[config.mk]
export PLATFORM = sky130hd
export DESIGN_NAME = drive_output_stage
export DESIGN_NICKNAME = d
export VERILOG_FILES = /design/src/rtl/drive_pkg.sv /design/src/rtl/tick_divider.sv /design/src/rtl/drive_output_stage.sv
export SDC_FILE = /design/constraint.sdc
export NUM_CORES = 1
export LEC_CHECK = 0
export BUFFER_PORTS_ARGS = -buffer_cell sky130_fd_sc_hd__buf_2
export CORE_ASPECT_RATIO = 1.1
export CORE_UTILIZATION = 60
export DETAILED_ROUTE_END_ITERATION = 10
export PLACE_DENSITY = 0.88
export SLEW_MARGIN = 20
export SYNTH_ARGS = -nofsm -noshare
export SYNTH_HDL_FRONTEND = slang
export SYNTH_SLANG_ARGS = --single-unit
[constraint.sdc]
create_clock -name clk -period 6.1 [get_ports clk]
set_input_delay 0 -clock clk [delete_from_list [all_inputs] [get_ports clk]]
set_output_delay 0 -clock clk [all_outputs]
set_load 0.005 [all_outputs]
[src/rtl/drive_pkg.sv]
// Shared encodings for the drive output stage: motion command fields and motor FSM states.
package drive_pkg;

  localparam logic [1:0] BF_STOP  = 2'b00;
  localparam logic [1:0] BF_FWD   = 2'b01;
  localparam logic [1:0] BF_REV   = 2'b10;

  localparam logic [1:0] TLR_NONE = 2'b00;
  localparam logic [1:0] TLR_L    = 2'b01;
  localparam logic [1:0] TLR_R    = 2'b10;
  localparam logic [1:0] TLR_HAZ  = 2'b11;

  typedef enum logic [1:0] {
    StIdle,
    StFwd,
    StRev,
    StDead
  } drive_state_e;

endpackage

[src/rtl/tick_divider.sv]
// Enabled cycle divider: one-cycle tick on every DIV-th enabled cycle; clr restarts the count.
module tick_divider #(
  parameter int unsigned DIV = 4
) (
  input  logic clk,
  input  logic rst_n,
  input  logic clr,
  input  logic en,
  output logic tick
);

  localparam int unsigned W = (DIV > 1) ? $clog2(DIV) : 1;
  localparam logic [W-1:0] Last = W'(DIV - 1);

  logic [W-1:0] cnt_q, cnt_d;

  assign tick = en & ~clr & (cnt_q == Last);

  always_comb begin
    cnt_d = cnt_q;
    if (clr) begin
      cnt_d = '0;
    end else if (en) begin
      cnt_d = (cnt_q == Last) ? '0 : cnt_q + W'(1);
    end
  end

  always_ff @(posedge clk or negedge rst_n) begin
    if (!rst_n) begin
      cnt_q <= '0;
    end else begin
      cnt_q <= cnt_d;
    end
  end

endmodule

[src/rtl/drive_output_stage.sv]
// Motor/steer drive with reversal dead-time, indicator blinking and a saturating mileage count.
module drive_output_stage
  import drive_pkg::*;
#(
  parameter int unsigned DEAD_CYC   = 5_000_000,
  parameter int unsigned BLINK_HALF = 50_000_000,
  parameter int unsigned MILE_CYC   = 100_000_000,
  parameter int unsigned MILE_W     = 16
) (
  input  logic              clk,
  input  logic              rst_n,
  input  logic              enable,
  input  logic [3:0]        cmd,
  output logic              move_fwd,
  output logic              move_back,
  output logic              turn_left,
  output logic              turn_right,
  output logic              led_left,
  output logic              led_right,
  output logic              moving,
  output logic [MILE_W-1:0] mileage
);

  localparam int unsigned DeadW = (DEAD_CYC > 1) ? $clog2(DEAD_CYC) : 1;
  localparam logic [DeadW-1:0] DeadLast = DeadW'(DEAD_CYC - 1);

  logic [1:0] bf, tlr;
  assign bf  = cmd[1:0];
  assign tlr = cmd[3:2];

  drive_state_e     state_q, state_d;
  drive_state_e     dir_q, dir_d;
  logic [DeadW-1:0] dead_q, dead_d;
  logic             phase_q, phase_d;
  logic             blink_tick, blink_clr, mile_tick;
  logic [MILE_W-1:0] mileage_q;

  always_comb begin
    state_d = state_q;
    dir_d   = dir_q;
    dead_d  = dead_q;
    if (!enable) begin
      state_d = StIdle;
      dead_d  = '0;
    end else begin
      unique case (state_q)
        StIdle: begin
          if (bf == BF_FWD) begin
            state_d = StFwd;
          end else if (bf == BF_REV) begin
            state_d = StRev;
          end
        end
        StFwd: begin
          if (bf == BF_REV) begin
            state_d = StDead;
            dir_d   = StRev;
            dead_d  = '0;
          end else if (bf != BF_FWD) begin
            state_d = StIdle;
          end
        end
        StRev: begin
          if (bf == BF_FWD) begin
            state_d = StDead;
            dir_d   = StFwd;
            dead_d  = '0;
          end else if (bf != BF_REV) begin
            state_d = StIdle;
          end
        end
        StDead: begin
          if (bf == BF_FWD || bf == BF_REV) begin
            // A flip mid dead-time retargets the exit but keeps the running count.
            dir_d = (bf == BF_FWD) ? StFwd : StRev;
            if (dead_q == DeadLast) begin
              state_d = dir_d;
              dead_d  = '0;
            end else begin
              dead_d = dead_q + DeadW'(1);
            end
          end else begin
            state_d = StIdle;
            dead_d  = '0;
          end
        end
        default: state_d = StIdle;
      endcase
    end
  end

  assign blink_clr = ~enable;
  assign phase_d   = enable & (phase_q ^ blink_tick);

  tick_divider #(
    .DIV(BLINK_HALF)
  ) u_blink_div (
    .clk  (clk),
    .rst_n(rst_n),
    .clr  (blink_clr),
    .en   (enable),
    .tick (blink_tick)
  );

  // Prescaler holds (not cleared) whenever the car is not moving.
  tick_divider #(
    .DIV(MILE_CYC)
  ) u_mile_div (
    .clk  (clk),
    .rst_n(rst_n),
    .clr  (1'b0),
    .en   (moving),
    .tick (mile_tick)
  );

  always_ff @(posedge clk or negedge rst_n) begin
    if (!rst_n) begin
      state_q    <= StIdle;
      dir_q      <= StIdle;
      dead_q     <= '0;
      phase_q    <= 1'b0;
      mileage_q  <= '0;
      turn_left  <= 1'b0;
      turn_right <= 1'b0;
      led_left   <= 1'b0;
      led_right  <= 1'b0;
    end else begin
      state_q    <= state_d;
      dir_q      <= dir_d;
      dead_q     <= dead_d;
      phase_q    <= phase_d;
      turn_left  <= enable & (tlr == TLR_L);
      turn_right <= enable & (tlr == TLR_R);
      led_left   <= phase_d & tlr[0];
      led_right  <= phase_d & tlr[1];
      if (mile_tick && (mileage_q != '1)) begin
        mileage_q <= mileage_q + MILE_W'(1);
      end
    end
  end

  assign move_fwd  = (state_q == StFwd);
  assign move_back = (state_q == StRev);
  assign moving    = move_fwd | move_back;
  assign mileage   = mileage_q;

endmodule
==> parameters.txt <==
Parameter                              Value

Outcome
  Status    finished, final reports clean

Pwr
  Power density over the cells    roughly 220 nW/µm²
  PnR Total Power    between 1 and 1.5 mW
  Reported leakage power    2.60 nW
  IR drop worst, VDD    about 0.15 mV

Clocking
  Number of buffers created by CTS    9
  TritonCTS clock tree    yes
  Maximum count of clock buffers along a single path    2
  Post-CTS Repair Setup Buffers    0
  Clock transition at path regs    about 0.090 ns
  Max H-tree Level    3
  Cell at the root of the clock tree    clkbuf_8
  Sink count of the clock tree    99
  Resized Gates After CTS    0
  Skew-Pair Late Insertion Delay    approximately 0.37 ns

STA
  Total count of max-transition violations in the final report    0
  Final hold violations    0
  Setup TNS    0 ns
  Worst Clk Skew    0.00868 ns
  Slew @ Worst Pin    about 0.89 ns
  Crit path setup slack, layout    between 3 and 4 ns
  Clock period minus final worst setup slack    roughly 2.7 ns
  Final worst-path cycle share    0.436
  Final count of negative-setup-slack endpoints    0
  Setup repair after global routing missed its margin    no
  Upper clock frequency limit    376 MHz
  Remaining max-slew budget at the tightest pin    0.409

Global routing
  Global router's overall resource usage    0.258
  First-pass GRT wire length    18900 µm
  Leftover overflow at the end of global routing    0
  Maximum number of pins on one net before global-route repair    between 80 and 90
  Number of global-route vias before repair    approximately 4100
  Antenna violations before repair    0

Setup path
  CP arrival    2.94 ns
  CP Max Fanout    18
  Kind of start point of the critical path    register
  Reg-to-reg setup timing slack    approximately 3.4 ns
  Path length in cells of the critical path    7
  Kind of critical path    register to register
  Required time of the critical path    between 6 and 7 ns
  Crit path to    mileage[14]
  Sum of buffers and inverters on the critical path    1
  Setup crit start    state_q[0]
  Cell Chain, Critical Path    inv_1, ha_1, and4_1, and2_0, and3_2, nand4_1, xnor2_1
  R2R Path End    mileage[14]
  Start of the worst register-to-register path    state_q[0]
  Biggest cell delay along the critical path    about 0.47 ns
  CP endpoint kind    register
  Cell with the biggest individual delay on the critical path    and3_2
  Worst Reg2Reg Path Length in Cells    7
  CP top delay family    simple AND/OR/NAND/NOR gates

Finish
  Antenna diode count    0
  Nets    583
  Total area of sequential cells    between 2000 and 2500 µm²
  Commonest cells after routing, fill and taps aside    dfrtp_1 (99), nor2_1 (53), nand2_1 (50)
  Most common cell after layout, fill and taps aside    dfrtp_1
  Fraction of final layout cells with drive strength greater than 1    0.109
  Syn-to-layout area delta    9.46%
  Footprint of the multi-input gates    about 2600 µm²
  Fill cell count    between 600 and 700

Yosys
  Share of async-settable or async-resettable flops after synthesis    1.00
  Average size of a mapped cell    between 9 and 10 µm²
  Flip-flop and latch count after synthesis    99
  Number of warning messages in the yosys log    0
  Ys flop type    dfrtp_1
  Netlist Area Pre-Place    approximately 5200 µm²
  Synthesized net count    around 550
  Distinct cells, synth    54
  Number of enable-type register cells in the synthesized netlist    0
  Sequential share of the synthesized area    0.474
  Cells after Synth    534

Routing
  Pre-antenna DRT Iters    5
  Avg WL per Cell    between 15 and 20 µm
  Total detailed-routing wirelength    approximately 11000 µm
  Total number of vias    between 4000 and 5000
  # DRC    0
  Count of antenna-violating nets left after detailed routing    0
  1st-iter DRT viols    about 200
  Vias per Instance    ~6.0

Hold path
  Worst hold path type    input pin to asynchronous set/reset pin

Place
  Buffers added on ports    29
  Final Wtd Congestion    between 0.8 and 0.9
  Final HPWL DP    ~7600 µm
  Worst setup timing slack at the placement stage    approximately 3.5 ns

Floorplanning
  Die area    9080 µm²
  Placement Rows    35
  Initial Util    0.621
  Chip width    approximately 91 µm
  Die Span Y    approximately 100 µm
  Core Footprint    8410 µm²
  I/O pin count    30

Run
  Reported max-cap violation count    0
## repair_timing
item / in CTS / in global routing
hold buffers: 5 / 0
endpoints found under the hold margin: 22 / 0
endpoints found under the setup margin: 0 / 0
## worst reg2reg max path, delay by kind of cell (launching register included)
kind | cells | cell delay (ns)
and+or+nand+nor | 4 | 1.41
adders and majority gates | 1 | 0.43
DFF | 1 | 0.42
xor gates and xnor gates | 1 | 0.21
buffers and inverters | 1 | 0.11
## area by class of cell
type                    count  share of cell area
multi-input cells         406               0.459
flip-flops and latches     99               0.433
repair buffers             38              0.0433
well taps                 111              0.0243
clock buffers               9              0.0217
clock inverters             7              0.0116
inverters                  10             0.00657
## flip-flops by register name, indices dropped and copies added, names as in the netlist
register           count
u_mile_div.cnt_q      27
u_blink_div.cnt_q     26
dead_q                23
mileage               16
state_q                2
led_left               1
led_right              1
phase_q                1
turn_left              1
turn_right             1
## cell families after synthesis
family                     after synthesis  synth area share
AOI/OAI and AO/OA                       67            0.0822
and+or+nand+nor                        265             0.284
adders and majority gates               12            0.0287
buffers and inverters                   29            0.0266
muxes                                    1           0.00216
DFF                                     99             0.474
xor gates and xnor gates                61             0.102
## synthesized netlist by cell type (2+ instances only)
cell type  count  area (µm²)
nor4b_1        2        17.5
a31oi_1       19         119
o211ai_1       3        22.5
nor4bb_1       4        40.0
clkbuf_1       9        33.8
buf_6          2        22.5
nand2b_1      10        62.6
and4_1        13         114
nand4_1       20         125
nor3_1        13        65.1
nand3_1       37         185
buf_2          6        30.0
a41oi_1        5        43.8
nand2_1       50         188
xor2_1        37         324
or3_1          6        37.5
xnor2_1       24         210
nor3b_1        6        45.0
buf_4          2        15.0
nand3b_1       3        22.5
inv_1         10        37.5
dfrtp_1       99        2480
ha_1          12         150
and2_1         8        50.1
nor2_1        53         199
and3_2         2        15.0
a21oi_1       13        65.1
and3_1        19         119
nor2b_1        3        18.8
o21ai_0       14        70.1
nor4_1         5        31.3
o31ai_1        3        22.5
## how the worst min path moves through the flow
stage	from	end	slack [ns]	cells after the start
finish	rst_n	u_blink_div.cnt_q[3]	0.03	2
global route	rst_n	u_blink_div.cnt_q[2]	0.04	2
CTS	rst_n	u_blink_div.cnt_q[4]	0.02	2
detailed placement	rst_n	u_blink_div.cnt_q[4]	-0.12	1
global placement	rst_n	u_blink_div.cnt_q[2]	-0.12	1
floorplan	rst_n	dead_q[0]	-0.30	0
## through the flow
| step | std cells | utilization | area (µm²) | hold WS (ns) |
|---|---|---|---|---|
| 6_report | 680 | 0.680 | 5720 | 0.0294 |
| 5_1_grt | 680 | 0.680 | 5720 | 0.0379 |
| 4_1_cts | 679 | 0.676 | 5680 | 0.0184 |
| 3_5_place_dp | 658 | 0.647 | 5440 | -0.118 |
| 3_3_place_gp | 658 | 0.647 | 5440 | -0.123 |
| 2_1_floorplan | 534 | - | 5220 | -0.296 |
## where the power goes
part / leakage (nW) / internal [mW] / switching (mW) / total (mW)
registers: 1.37 / 0.676 / 0.0233 / 0.700
logic: 1.13 / 0.0552 / 0.0908 / 0.146
clock network: 0.0992 / 0.188 / 0.221 / 0.409
## routing by layer
| metal | up-vias | GRT usage | share of wire |
|---|---|---|---|
| met2 | 105 | 0.459 | 0.52 |
| met5 | - | 0 | 0 |
| li1 | 1967 | - | - |
| met4 | 0 | 0.100 | 0.023 |
| met1 | 2002 | 0.304 | 0.42 |
| met3 | 23 | 0.0614 | 0.044 |
(Power assumes the default switching activity.)
